[config.mk]
export PLATFORM = sky130hd
export DESIGN_NAME = qcs_gpio_event_capture
export DESIGN_NICKNAME = d
export VERILOG_FILES = /design/src/rtl/qcs_gpio_event_capture.sv
export SDC_FILE = /design/constraint.sdc
export NUM_CORES = 1
export LEC_CHECK = 0
export BUFFER_PORTS_ARGS = -buffer_cell sky130_fd_sc_hd__clkbuf_2
export CAP_MARGIN = 10
export CORE_MARGIN = 3
export CORE_UTILIZATION = 45
export CTS_CLUSTER_SIZE = 24
export DETAILED_ROUTE_END_ITERATION = 7
export GPL_TIMING_DRIVEN = 0
export SYNTH_ARGS = -nofsm -noshare
export SYNTH_HDL_FRONTEND = slang
export SYNTH_SLANG_ARGS = --single-unit
[constraint.sdc]
create_clock -name clk -period 5.8 [get_ports clk]
set_input_delay 0.29 -clock clk [delete_from_list [all_inputs] [get_ports clk]]
set_output_delay 0.29 -clock clk [all_outputs]
set_load 0.01 [all_outputs]
[src/rtl/qcs_gpio_event_capture.sv]
// Purpose: GPIO input front-end; synchronizes, debounces and turns per-bit level changes into queued event records.
// Latency: push on edge SYNC_STAGES+DEBOUNCE_CYCLES after a pin change; evt_valid follows one cycle later (no bypass).
// Backpressure: evt_ready stalls the FIFO head; new events arriving at a full FIFO without a pop are dropped and flag ovf.
//
// Ports:
//   clk, rst_n        clock (rising edge) and asynchronous active-low reset
//   gpio_in           asynchronous pin levels
//   en                event enable; records formed while low are discarded
//   evt_valid/ready   valid/ready handshake for the event FIFO head
//   evt_set/clear/raw head record: rising bits, falling bits, filtered value after the event
//   gpio_filt         current debounced value
//   ovf, ovf_clr      sticky overflow flag and its synchronous clear (set wins)
//   fifo_level        number of queued entries

// Small show-ahead FIFO. A write into a full FIFO is accepted only when a
// read happens on the same edge.
module qcs_gpio_evt_fifo #(
  parameter int DW    = 24,
  parameter int DEPTH = 4
) (
  input  logic                       clk,
  input  logic                       rst_n,
  input  logic                       wr_vld,
  output logic                       wr_rdy,
  input  logic [DW-1:0]              wr_dat,
  output logic                       rd_vld,
  input  logic                       rd_rdy,
  output logic [DW-1:0]              rd_dat,
  output logic [$clog2(DEPTH+1)-1:0] level
);

  localparam int AW = $clog2(DEPTH);
  localparam int LW = $clog2(DEPTH+1);

  logic [DW-1:0] mem [DEPTH];
  logic [AW-1:0] wr_ptr_q;
  logic [AW-1:0] rd_ptr_q;
  logic [LW-1:0] level_q;
  logic          wr_en;
  logic          rd_en;

  assign rd_vld = (level_q != LW'(0));
  assign rd_en  = rd_vld && rd_rdy;
  assign wr_rdy = (level_q != LW'(DEPTH)) || rd_en;
  assign wr_en  = wr_vld && wr_rdy;
  assign rd_dat = mem[rd_ptr_q];
  assign level  = level_q;

  always_ff @(posedge clk) begin
    if (wr_en) begin
      mem[wr_ptr_q] <= wr_dat;
    end
  end

  // DEPTH is a power of two, so the pointers wrap naturally.
  always_ff @(posedge clk or negedge rst_n) begin
    if (!rst_n) begin
      wr_ptr_q <= '0;
      rd_ptr_q <= '0;
      level_q  <= '0;
    end else begin
      if (wr_en) wr_ptr_q <= wr_ptr_q + AW'(1);
      if (rd_en) rd_ptr_q <= rd_ptr_q + AW'(1);
      case ({wr_en, rd_en})
        2'b10:   level_q <= level_q + LW'(1);
        2'b01:   level_q <= level_q - LW'(1);
        default: level_q <= level_q;
      endcase
    end
  end

endmodule

module qcs_gpio_event_capture #(
  parameter int WIDTH           = 8,
  parameter int SYNC_STAGES     = 2,
  parameter int DEBOUNCE_CYCLES = 4,
  parameter int FIFO_DEPTH      = 4
) (
  input  logic                            clk,
  input  logic                            rst_n,
  input  logic [WIDTH-1:0]                gpio_in,
  input  logic                            en,
  output logic                            evt_valid,
  input  logic                            evt_ready,
  output logic [WIDTH-1:0]                evt_set,
  output logic [WIDTH-1:0]                evt_clear,
  output logic [WIDTH-1:0]                evt_raw,
  output logic [WIDTH-1:0]                gpio_filt,
  output logic                            ovf,
  input  logic                            ovf_clr,
  output logic [$clog2(FIFO_DEPTH+1)-1:0] fifo_level
);

  localparam int CW = (DEBOUNCE_CYCLES > 1) ? $clog2(DEBOUNCE_CYCLES) : 1;
  localparam int PW = $clog2(SYNC_STAGES + 1);

  if (WIDTH < 1 || WIDTH > 32) begin : g_bad_width
    $fatal(1, "qcs_gpio_event_capture: WIDTH must be 1..32");
  end
  if (SYNC_STAGES < 2) begin : g_bad_sync
    $fatal(1, "qcs_gpio_event_capture: SYNC_STAGES must be >= 2");
  end
  if (DEBOUNCE_CYCLES < 1) begin : g_bad_deb
    $fatal(1, "qcs_gpio_event_capture: DEBOUNCE_CYCLES must be >= 1");
  end
  if (FIFO_DEPTH < 2 || (FIFO_DEPTH & (FIFO_DEPTH - 1)) != 0) begin : g_bad_depth
    $fatal(1, "qcs_gpio_event_capture: FIFO_DEPTH must be a power of two >= 2");
  end

  typedef struct packed {
    logic [WIDTH-1:0] set_bits;
    logic [WIDTH-1:0] clear_bits;
    logic [WIDTH-1:0] raw_bits;
  } evt_t;

  // Synchronizer chain
  logic [SYNC_STAGES-1:0][WIDTH-1:0] sync_q;
  logic [WIDTH-1:0]                  sync;
  logic [WIDTH-1:0]                  sync_pre;

  assign sync     = sync_q[SYNC_STAGES-1];
  // Value the last stage is about to take; priming loads it so gpio_filt
  // matches the pins on the same edge the chain fills.
  assign sync_pre = sync_q[SYNC_STAGES-2];

  always_ff @(posedge clk or negedge rst_n) begin
    if (!rst_n) begin
      sync_q <= '0;
    end else begin
      sync_q[0] <= gpio_in;
      for (int k = 1; k < SYNC_STAGES; k++) begin
        sync_q[k] <= sync_q[k-1];
      end
    end
  end

  // Priming: after the chain has filled, adopt its value without an event so
  // pins already high at reset release are not reported as rising.
  logic          primed_q;
  logic [PW-1:0] prime_cnt_q;
  logic          prime_now;

  assign prime_now = !primed_q && (prime_cnt_q == PW'(SYNC_STAGES - 1));

  always_ff @(posedge clk or negedge rst_n) begin
    if (!rst_n) begin
      primed_q    <= 1'b0;
      prime_cnt_q <= '0;
    end else if (prime_now) begin
      primed_q <= 1'b1;
    end else if (!primed_q) begin
      prime_cnt_q <= prime_cnt_q + PW'(1);
    end
  end

  // Debounce
  logic [WIDTH-1:0] filt_q;
  logic [CW-1:0]    cnt_q [WIDTH];
  logic [WIDTH-1:0] diff;
  logic [WIDTH-1:0] commit;
  logic [WIDTH-1:0] filt_nxt;

  assign diff = primed_q ? (sync ^ filt_q) : '0;

  always_comb begin
    commit = '0;
    for (int i = 0; i < WIDTH; i++) begin
      if (diff[i] && (cnt_q[i] == CW'(DEBOUNCE_CYCLES - 1))) begin
        commit[i] = 1'b1;
      end
    end
  end

  assign filt_nxt = (filt_q & ~commit) | (sync & commit);

  always_ff @(posedge clk or negedge rst_n) begin
    if (!rst_n) begin
      filt_q <= '0;
      for (int i = 0; i < WIDTH; i++) begin
        cnt_q[i] <= '0;
      end
    end else if (prime_now) begin
      filt_q <= sync_pre;
    end else if (primed_q) begin
      filt_q <= filt_nxt;
      // Any sample back at the filtered level restarts the count, so a
      // glitch never accumulates across separate excursions.
      for (int i = 0; i < WIDTH; i++) begin
        if (!diff[i] || commit[i]) begin
          cnt_q[i] <= '0;
        end else begin
          cnt_q[i] <= cnt_q[i] + CW'(1);
        end
      end
    end
  end

  assign gpio_filt = filt_q;

  // Event formation: all bits committing together merge into one record.
  evt_t push_dat;
  logic push_vld;
  logic push_rdy;
  evt_t head_dat;
  evt_t last_q;
  logic head_vld;

  always_comb begin
    push_dat            = '0;
    push_dat.set_bits   = commit & sync;
    push_dat.clear_bits = commit & ~sync;
    push_dat.raw_bits   = filt_nxt;
  end

  assign push_vld = (|commit) && en;

  qcs_gpio_evt_fifo #(
    .DW    ($bits(evt_t)),
    .DEPTH (FIFO_DEPTH)
  ) u_fifo (
    .clk    (clk),
    .rst_n  (rst_n),
    .wr_vld (push_vld),
    .wr_rdy (push_rdy),
    .wr_dat (push_dat),
    .rd_vld (head_vld),
    .rd_rdy (evt_ready),
    .rd_dat (head_dat),
    .level  (fifo_level)
  );

  // Sticky overflow; a drop on the same edge as the clear keeps it set.
  always_ff @(posedge clk or negedge rst_n) begin
    if (!rst_n) begin
      ovf <= 1'b0;
    end else if (push_vld && !push_rdy) begin
      ovf <= 1'b1;
    end else if (ovf_clr) begin
      ovf <= 1'b0;
    end
  end

  // Hold the last head shown so evt_* do not wander onto stale FIFO slots
  // once the queue drains.
  always_ff @(posedge clk or negedge rst_n) begin
    if (!rst_n) begin
      last_q <= '0;
    end else if (head_vld) begin
      last_q <= head_dat;
    end
  end

  assign evt_valid = head_vld;
  assign evt_set   = head_vld ? head_dat.set_bits   : last_q.set_bits;
  assign evt_clear = head_vld ? head_dat.clear_bits : last_q.clear_bits;
  assign evt_raw   = head_vld ? head_dat.raw_bits   : last_q.raw_bits;

endmodule

==> results of run 1 <==
-- logic make-up (layout without fill, tap and decap cells) --
group,after synthesis,in the layout,share of synthesized area (%)
flip-flops,171,171,68.9
AND/OR/NAND/NOR,82,82,6.39
multiplexers,69,69,15.0
buffers and inverters,34,125,1.94
AO/OA/AOI/OAI,32,32,3.46
adder cells (fa/ha/maj),14,14,2.64
XOR/XNOR,13,13,1.76
-- power groups by stage --
stage / clock [µW] / combinational (µW) / sequential [µW]
after floorplan: 0 / 916 / 1740
after global placement: 0 / 1310 / 1750
after detailed placement: 0 / 1350 / 1760
after CTS: 1140 / 1360 / 1740
after global routing: 1200 / 1490 / 1770
final: 1120 / 1330 / 1730
-- area by class of cell --
class                           instances  area, µm²
Buffer                                 16       66.3
Fill cell                            1206       6650
Clock inverter                         11        118
Inverter                               18       67.6
Multi-Input combinational cell        210       2020
Clock buffer                           21        472
Timing Repair Buffer                   59        365
Tap cell                              184        230
Sequential cell                       171       4760
-- what timing repair did --
action,in CTS,in global routing
hold buffers,9,0
resized for setup,0,0
endpoints found under the hold margin,36,0
-- synth_stat cells (all sizes together) (7+ instances only) --
library cell and number:
mux2i 10, edfxtp 96, dfrtp 75, mux4 24
xor2 8, inv 18, nor2 13, nand2b 7
nor3b 8, nand2 24, and3 8, ha 13
mux2 35, clkbuf 7, o21ai 14, o22ai 7
buf 9
-- worst max-delay path, stage by stage, from the launching register on --
cell and delay [ns]:
dfrtp_1 0.46, nor3_2 0.77, nand2b_1 0.34, nor2_1 0.09
fa_1 0.48, or4_1 0.56, nand3_1 0.10, nand4b_1 0.11
-- registers in the layout, indices dropped and copies added (netlist names) --
signal	count
ovf	1
u_fifo.mem	96
u_fifo.level	3
u_fifo.rd_ptr_q	2
gpio_filt	8
u_fifo.wr_ptr_q	2
sync	8
primed_q	1
prime_cnt_q	2
sync_pre	8
last_q	24
cnt_q	16
-- layer usage --
metal  part of all wire [%]  GRT usage, %  vias to the layer above
li1                       -             -                     1723
met1                     44          22.7                     1905
met2                     51          29.0                       63
met3                    3.1          4.83                       12
met4                    1.1          4.77                        0
met5                      0             0                        -
-- stage by stage --
step / hold WS (ns) / worst slack [ns] / area [µm²] / util (%) / power [µW]
2_1_floorplan: -0.00559 / 3.33 / 6910 / - / 2660
5_1_grt: 0.0394 / 2.59 / 8100 / 54.9 / 4460
6_report: 0.0611 / 2.81 / 8100 / 54.9 / 4180
3_5_place_dp: 0.304 / 2.74 / 7420 / 50.3 / 3110
3_3_place_gp: 0.355 / 2.82 / 7390 / 50.1 / 3050
4_1_cts: 0.0464 / 2.71 / 8100 / 54.9 / 4250
-- final timing paths --
path | slack (ns) | end | depth (start not counted) | from
worst min-delay path | 0.06 | ovf | 2 | ovf_clr
worst max register to register | 2.81 | u_fifo.level[2] | 7 | u_fifo.level[2]
worst min register to register | 0.38 | sync[3] | 0 | sync_pre[3]
worst max-delay path | 2.81 | u_fifo.level[2] | 7 | u_fifo.level[2]
min in group asynchronous | 0.40 | last_q[13] | 2 | rst_n
max in group asynchronous | 4.81 | cnt_q[1] | 3 | rst_n
==> key figures, run 1 <==
Cells and area
  • P&R area growth vs syn: 17.2%
  • Ratio of cells with drive above 1 in the final layout: 30.4%
  • N_diodes: 0
  • # nets final: 520
  • Most frequent cells in the layout: edfxtp_1, dfrtp_1, clkbuf_2
  • Most common cell after layout, fill and taps aside: edfxtp_1
  • Non-Filler Instances: between 600 and 700

Synthesis
  • Synth Area per Inst: ~17 µm²
  • Asr flop ratio synth: ~44%
  • Cell taking the most area after synthesis: edfxtp_1
  • #FFs+latches synth: around 170
  • Synth cell types: 41
  • Ys flop type: edfxtp_1
  • Synth top area cells: edfxtp_1, dfrtp_1, mux4_2
  • Register area share after synthesis: around 69%
  • Synthesized netlist cell count: 415
  • Yosys Warn Count: 0
  • Syn Nets: 442
  • Cell Area, Synth: ~6900 µm²
  • Synth top area share: a little over two fifths
  • Post-synth EDFFs: 96

CTS
  • Clk Tree Root Cell: clkbuf_16
  • CTS Buffer Depth: 2
  • CTS tree: yes
  • CTS sink count: 171
  • Clk_lat worst skew: between 0.4 and 0.5 ns
  • Clk slew on worst S/H paths: 0.06 ns
  • CTS buffer count: 17
  • Post-CTS setup buffers: 0
  • H-tree Lvls: 4

Detailed routing
  • DRT Wirelength: 13300 µm
  • Vias post-DR: 3703
  • DRT iter0 DRCs: 215
  • Antenna Nets Post-Route: 0
  • DR pass1 iterations: 5
  • Routed WL per cell: 19.3 µm
  • Avg Vias per Cell: 5.37
  • Residual DRC count: 0

Timing
  • Crit path time final: approximately 3 ns
  • Final hold vios: 0
  • # setup viols final: 0
  • Fmax: approximately 330 MHz
  • Slew headroom: 39.8%
  • Worst-Margin Slew: roughly 0.9 ns
  • Pins Over Slew Limit: 0
  • Clk_skew: 0.0100 ns
  • RSZ-0062 raised after global routing: no
  • Fin crit share: 51.5%
  • Sum Neg Setup Slack: 0 ns

Pwr
  • Comb pwr share: a little under a third
  • Clock share of power: 26.8%
  • VDD IR max: around 0.22 mV
  • Sw Ratio: around 31%
  • Lkg Pwr: 0.00323 µW
  • Internal power: 2890 µW
  • Pwr/cell area: 516 nW/µm²
  • Switch Pwr: 1300 µW
  • Flop pwr share: 41.5%

Worst hold path
  • Hold Path Class: primary input to register

Place
  • HPWL after DPL: roughly 8600 µm
  • Count of port buffers added during placement: 49
  • Routability Congestion: between 0.7 and 0.8
  • Placed insts: 649

GRT
  • Initial antenna violation count: 0
  • Total GRT Usage: 17.4%
  • First-pass GRT wire length: about 21000 µm
  • Vias in the first global route: around 4000
  • Grt ovf: 0
  • Largest net degree at the start of global routing: 48

Floorplan
  • CORE AREA: ~15000 µm²
  • Initial Utilization: 46.9%
  • Die X: 130 µm
  • DIE HEIGHT: 130 µm
  • Die area: between 15000 and 20000 µm²
  • FP Rows: 44
  • I/O pins: 50

Worst setup path
  • CP Max Fanout: 9
  • Crit path required time: between 6 and 7 ns
  • Crit end category: register
  • Worst EP arrival: 3.33 ns
  • Setup CP Type: register to register
  • Startpoint types: register

Status
  • Status: completed

Run
  • Max cap viols: 0
Power figures use the tool's default switching activity.
==> inputs of run 2 (changes only) <==
Clock period 5.8 ns to 2.9 ns, I/O delays scaled along.
==> run 2 against run 1 <==
Die area is the same. Clock skew about the same. Routed wire length rose by 0.66%. Largest cell class unchanged.
==> key figures, run 2 (synthesis gave the netlist of run 1 again) <==
Status
  • Status: completed

GRT
  • Total GRT Usage: 17.4% (+0.019 points)
  • Largest net degree at the start of global routing: 48 (unchanged)
  • First-pass GRT wire length: 21300 µm (+0.13%)
  • Initial antenna violation count: 0 (unchanged)
  • Vias in the first global route: 3892 (+0.21%)
  • Grt ovf: 0 (unchanged)

Detailed routing
  • DRT Wirelength: 13400 µm (+0.66%)
  • Routed WL per cell: 19.3 µm (-0.35%)
  • Residual DRC count: 0 (unchanged)
  • DRT iter0 DRCs: 233 (+8.4%)
  • Antenna Nets Post-Route: 0 (unchanged)
  • Avg Vias per Cell: 5.37 (+0.15%)
  • DR pass1 iterations: 4 (-1)
  • Vias post-DR: 3746 (+1.2%)

Timing
  • Clk_skew: 0.0100 ns (-0.00000920 ns)
  • Fin crit share: 94.4%
  • # setup viols final: 0 (unchanged)
  • Slew headroom: 45.1% (+5.2 points)
  • Fmax: 365 MHz
  • Final hold vios: 0 (unchanged)
  • Final worst slack: 0.163 ns (-2.65 ns)
  • Crit path time final: around 2.7 ns
  • Worst-Margin Slew: 0.824 ns (-0.0732 ns)
  • RSZ-0062 raised after global routing: no
  • Pins Over Slew Limit: 0 (unchanged)

Pwr
  • Lkg Pwr: 0.00327 µW (+1.2%)
  • VDD IR max: 0.444 mV (+99%)
  • Pwr/cell area: 1030 nW/µm² (+100%)

Worst hold path
  • Worst hold start: evt_ready
  • Hold Path Depth: 4 (+2)
  • Hold Path Class: primary input to register

CTS
  • Clk_lat worst skew: 0.42 ns (about the same)
  • CTS sink count: 171 (unchanged)
  • CTS tree: yes
  • Clk Tree Root Cell: clkbuf_16
  • CTS buffer count: 17 (unchanged)
  • H-tree Lvls: 4 (unchanged)
  • Clk slew on worst S/H paths: 0.06 ns (about the same)
  • CTS Buffer Depth: 2 (unchanged)

Place
  • Setup WS pre-CTS: -0.162 ns (-2.90 ns)
  • HPWL after DPL: 8600 µm (unchanged)
  • Count of port buffers added during placement: 49 (unchanged)
  • Routability Congestion: 0.720 (unchanged)
  • Cell Area, Placed: 7420 µm² (unchanged)

Worst setup path
  • Setup CP Type: register to output pin
  • Startpoint types: register
  • Setup crit start: u_fifo.rd_ptr_q[1]
  • Crit end category: output pin
  • Worst EP arrival: 2.59 ns (-0.74 ns)
  • R2R depth: 8 (+1)
  • RR Startpoint: gpio_filt[1]
  • Crit path required time: 2.76 ns (-3.39 ns)
  • CP Max Fanout: 10 (+1)

Cells and area
  • Regs by FF count: u_fifo.mem (96), last_q (24), cnt_q (16)
  • # nets final: 527 (+1.3%)
  • Ratio of cells with drive above 1 in the final layout: 31.2% (+0.75 points)
  • Cell area after layout: 8160 µm² (+0.76%)
  • Max reg flops: 96 (unchanged)
  • P&R area growth vs syn: 18.1%
  • Most frequent cells in the layout: edfxtp_1, dfrtp_1, clkbuf_2
  • N_diodes: 0 (unchanged)
  • Biggest register: u_fifo.mem
  • Most common cell after layout, fill and taps aside: edfxtp_1

Floorplan
  • Die area: 16900 µm² (unchanged)
  • DIE HEIGHT: 130 µm (unchanged)
  • Die X: 130 µm (unchanged)
  • I/O pins: 50 (unchanged)
  • CORE AREA: 14800 µm² (unchanged)
  • FP Rows: 44 (unchanged)
  • Initial Utilization: 46.9% (unchanged)

Run
  • Max cap viols: 0 (unchanged)
[run 2: cell types whose count changed in the layout (fill, tap and decap cells not counted)]
| cell | previous run | this run |
|---|---|---|
| buf_4 | 0 | 6 |
| dlygate4sd3_1 | 9 | 10 |
| nor3_4 | 0 | 1 |
| nor3_2 | 1 | 0 |
[run 2: metrics by stage]
stage,total power (µW),TNS (ns),util [%],std cells,hold slack [ns]
after global placement,6110,-5.34,50.1,648,0.253
after global routing,8980,0,55.3,697,0.155
after floorplan,5320,0,-,415,-0.151
final,8420,0,55.3,697,0.184
after detailed placement,6220,-0.162,50.3,649,0.159
after CTS,8500,0,55.0,691,0.156
[run 2: layer usage]
layer  share of wire (%)  wire length, µm  GRT usage [%]  vias to the layer above
met5                   0                0              0                        -
met2                  52             6930           29.1                       58
met1                  45             6000           22.7                     1941
li1                    -                -              -                     1737
met3                 2.9              388           4.83                       10
met4                0.78              105           4.77                        0
[run 2: report_power, final]
part | internal (µW) | total, µW | switching, µW
sequential | 3200 | 3480 | 276
clock | 1340 | 2240 | 898
combinational | 1270 | 2710 | 1430
total | 5810 | 8420 | 2610
[run 2: timing repair]
action | in CTS | in global routing
hold buffers | 10 | 0
buffers inserted | 0 | 6
pin swaps | 0 | 1
setup endpoints to repair | 10 | 1
gates resized for setup | 1 | 0
hold endpoints to repair | 37 | 0
[run 2: final cells by class]
cell class / instances / area, µm²
fill: 1204 / 6590
sequential: 171 / 4760
multi-input combinational: 210 / 2030
clock buffer: 21 / 472
timing repair buffer: 66 / 420
tap: 184 / 230
clock inverter: 11 / 118
inverter: 18 / 67.6
buffer: 16 / 66.3
[run 2: path summary, 6_finish.rpt]
check | to | slack, ns
max | evt_clear[5] | 0.16
min | u_fifo.level[2] | 0.18
max reg2reg | u_fifo.level[2] | 0.17
min reg2reg | sync[3] | 0.38
max in group asynchronous | cnt_q[1] | 2.05
min in group asynchronous | last_q[13] | 0.25
[run 2: worst max-delay path, cell delays in order (launching register included)]
cell and delay (ns):
dfrtp_1 0.33, clkbuf_1 0.42, clkbuf_1 0.58, mux4_2 0.44
mux2_2 0.29, clkbuf_2 0.13
==> inputs of run 3 (changes only) <==
Settings changed: CORE_ASPECT_RATIO from default to 1.1, SLEW_MARGIN from default to 20.
==> run 3 against run 2 <==
Die area is essentially flat. Worst setup slack gained 0.030 ns. Register-to-register slack gained 0.02 ns. Utilization grew 0.49 points. Critical path depth grew 3. Clock power grew 9.8%. Via count shrank 1.9%. Global-route usage shrank 0.48 points. Sequential power is essentially flat. Largest power group unchanged.
==> key figures, run 3 (synthesis gave the netlist of run 1 again) <==
Status
  • Status: completed

Cells and area
  • Most common cell after layout, fill and taps aside: edfxtp_1
  • Regs by FF count: u_fifo.mem (96), last_q (24), cnt_q (16)
  • P&R area growth vs syn: 19.0%
  • # nets final: 524 (-0.57%)
  • Max reg flops: 96 (unchanged)
  • Register cell area after layout: 4760 µm² (unchanged)
  • FILL cells: 1210 (+0.50%)
  • Ratio of cells with drive above 1 in the final layout: 31.2% (about the same)
  • Biggest register: u_fifo.mem
  • Most frequent cells in the layout: edfxtp_1, dfrtp_1, clkbuf_2
  • Non-Filler Instances: 702 (+0.72%)
  • N_diodes: 0 (unchanged)
  • Area occupied by multi-input gates: 2040 µm² (+0.37%)

Timing
  • # setup viols final: 0 (unchanged)
  • Clk_skew: 0.00826 ns (-0.00176 ns)
  • Hold_ws: 0.146 ns (-0.0375 ns)
  • Final hold vios: 0 (unchanged)
  • RSZ-0062 raised after global routing: no
  • Slew headroom: 45.9% (+0.84 points)
  • Pins Over Slew Limit: 0 (unchanged)
  • Crit path time final: 2.71 ns (-0.0304 ns)
  • Fmax: 369 MHz (+1.1%)
  • Worst-Margin Slew: 0.812 ns (-0.0127 ns)
  • Fin crit share: 93.3% (-1.0 points)

Pwr
  • VDD IR max: 0.486 mV (+9.5%)
  • Lkg Pwr: 0.00328 µW (+0.57%)
  • Pwr/cell area: 1050 nW/µm² (+1.8%)
  • Total power: 8640 µW (+2.6%)

CTS
  • CTS Buffer Depth: 2 (unchanged)
  • CTS tree: yes
  • H-tree Lvls: 4 (unchanged)
  • CTS sink count: 171 (unchanged)
  • Clk_lat worst skew: 0.42 ns (about the same)
  • Clk Tree Root Cell: clkbuf_16
  • CTS buffer count: 17 (unchanged)
  • Clk slew on worst S/H paths: 0.06 ns (about the same)

Worst hold path
  • Worst hold start: evt_ready
  • Hold Path Class: primary input to register

GRT
  • Total GRT Usage: 16.9% (-0.48 points)
  • First-pass GRT wire length: 20700 µm (-2.6%)
  • Largest net degree at the start of global routing: 51 (+6.3%)
  • Initial antenna violation count: 0 (unchanged)
  • Vias in the first global route: 3731 (-4.1%)
  • Grt ovf: 0 (unchanged)

Floorplan
  • FP Rows: 46 (+4.5%)
  • Die area: 16900 µm² (about the same)
  • I/O pins: 50 (unchanged)
  • CORE AREA: 14700 µm² (-0.14%)
  • Die X: 124 µm (-4.4%)
  • Initial Utilization: 46.9% (+0.064 points)
  • DIE HEIGHT: 136 µm (+4.7%)

Detailed routing
  • DRT Wirelength: 13200 µm (-1.8%)
  • Avg Vias per Cell: 5.23 (-2.6%)
  • DR pass1 iterations: 4 (unchanged)
  • Vias post-DR: 3673 (-1.9%)
  • DRT iter0 DRCs: 235 (+0.86%)
  • Antenna Nets Post-Route: 0 (unchanged)
  • Routed WL per cell: 18.8 µm (-2.5%)
  • Residual DRC count: 0 (unchanged)

Worst setup path
  • Crit path required time: 3.25 ns (+0.49 ns)
  • Worst EP arrival: 3.06 ns (+0.47 ns)
  • Setup CP Type: register to register
  • RR Startpoint: gpio_filt[2]
  • Startpoint types: register
  • Crit end category: register
  • Setup crit start: gpio_filt[2]
  • CP Max Fanout: 7 (-3)

Place
  • Count of port buffers added during placement: 49 (unchanged)
  • Placed insts: 657 (+1.2%)
  • HPWL after DPL: 8680 µm (+0.99%)
  • Routability Congestion: 0.763 (+6.0%)

Run
  • Max cap viols: 0 (unchanged)
## run 3: changes by cell type in the layout (fill, tap and decap cells not counted), moves of 2 or more
cell and change:
buf_4 -3, bufinv_16 +2, clkbuf_8 +2, clkinv_2 -2
## run 3: through the flow
step / cell area, µm² / util (%) / TNS, ns / setup slack, ns
6_report: 8230 / 55.8 / 0 / 0.193
5_1_grt: 8230 / 55.8 / 0 / 0.0526
4_1_cts: 8190 / 55.6 / 0 / 0.0272
3_5_place_dp: 7430 / 50.5 / 0 / 0.0469
3_3_place_gp: 7400 / 50.2 / -4.75 / -0.0594
2_1_floorplan: 6910 / - / 0 / 0.428
## run 3: final timing paths
kind                                            to  slack, ns  depth (start not counted)
worst max-delay path               u_fifo.level[2]       0.19                          8
worst min-delay path            u_fifo.rd_ptr_q[0]       0.15                          3
worst max register to register     u_fifo.level[2]       0.19                          8
worst min register to register             sync[3]       0.39                          0
max in group asynchronous                  sync[0]       2.08                          3
min in group asynchronous               last_q[10]       0.22                          2
## run 3: layer usage
metal	vias to the layer above	share of wire [%]	wire, µm	GRT usage, %
li1	1724	-	-	-
met1	1879	44	5800	22.2
met2	63	51	6760	27.3
met3	7	3.8	495	4.29
met4	0	1.0	136	6.57
met5	-	0	0	0
## run 3: cell type report
| type | instances | area share (%) |
|---|---|---|
| flip-flops and latches | 171 | 57.9 |
| multi-input cells | 210 | 24.8 |
| clock buffers | 22 | 6.02 |
| repair buffers | 63 | 4.84 |
| well taps | 192 | 2.92 |
| clock inverters | 10 | 1.95 |
| inverters | 18 | 0.821 |
| plain buffers | 16 | 0.806 |
## run 3: what timing repair did
| item | 4_1_cts | 5_1_grt |
|---|---|---|
| gates resized for setup | 0 | 2 |
| hold buffers | 10 | 0 |
| endpoints found under the hold margin | 34 | 0 |
| setup buffers | 0 | 3 |
| endpoints found under the setup margin | 0 | 10 |
## run 3: power breakdown
group          internal (µW)  switching (µW)
clock network           1560             902
registers               3200             289
logic                   1260            1430
## run 3: critical path, cell delays in order, from the launching register on
cell and delay, ns:
dfrtp_1 0.44, xor2_1 0.28, a32oi_1 0.28, a41oi_4 0.32, nor2_1 0.09, fa_1 0.48
or4_1 0.55, nand3_1 0.09, nand4b_1 0.11
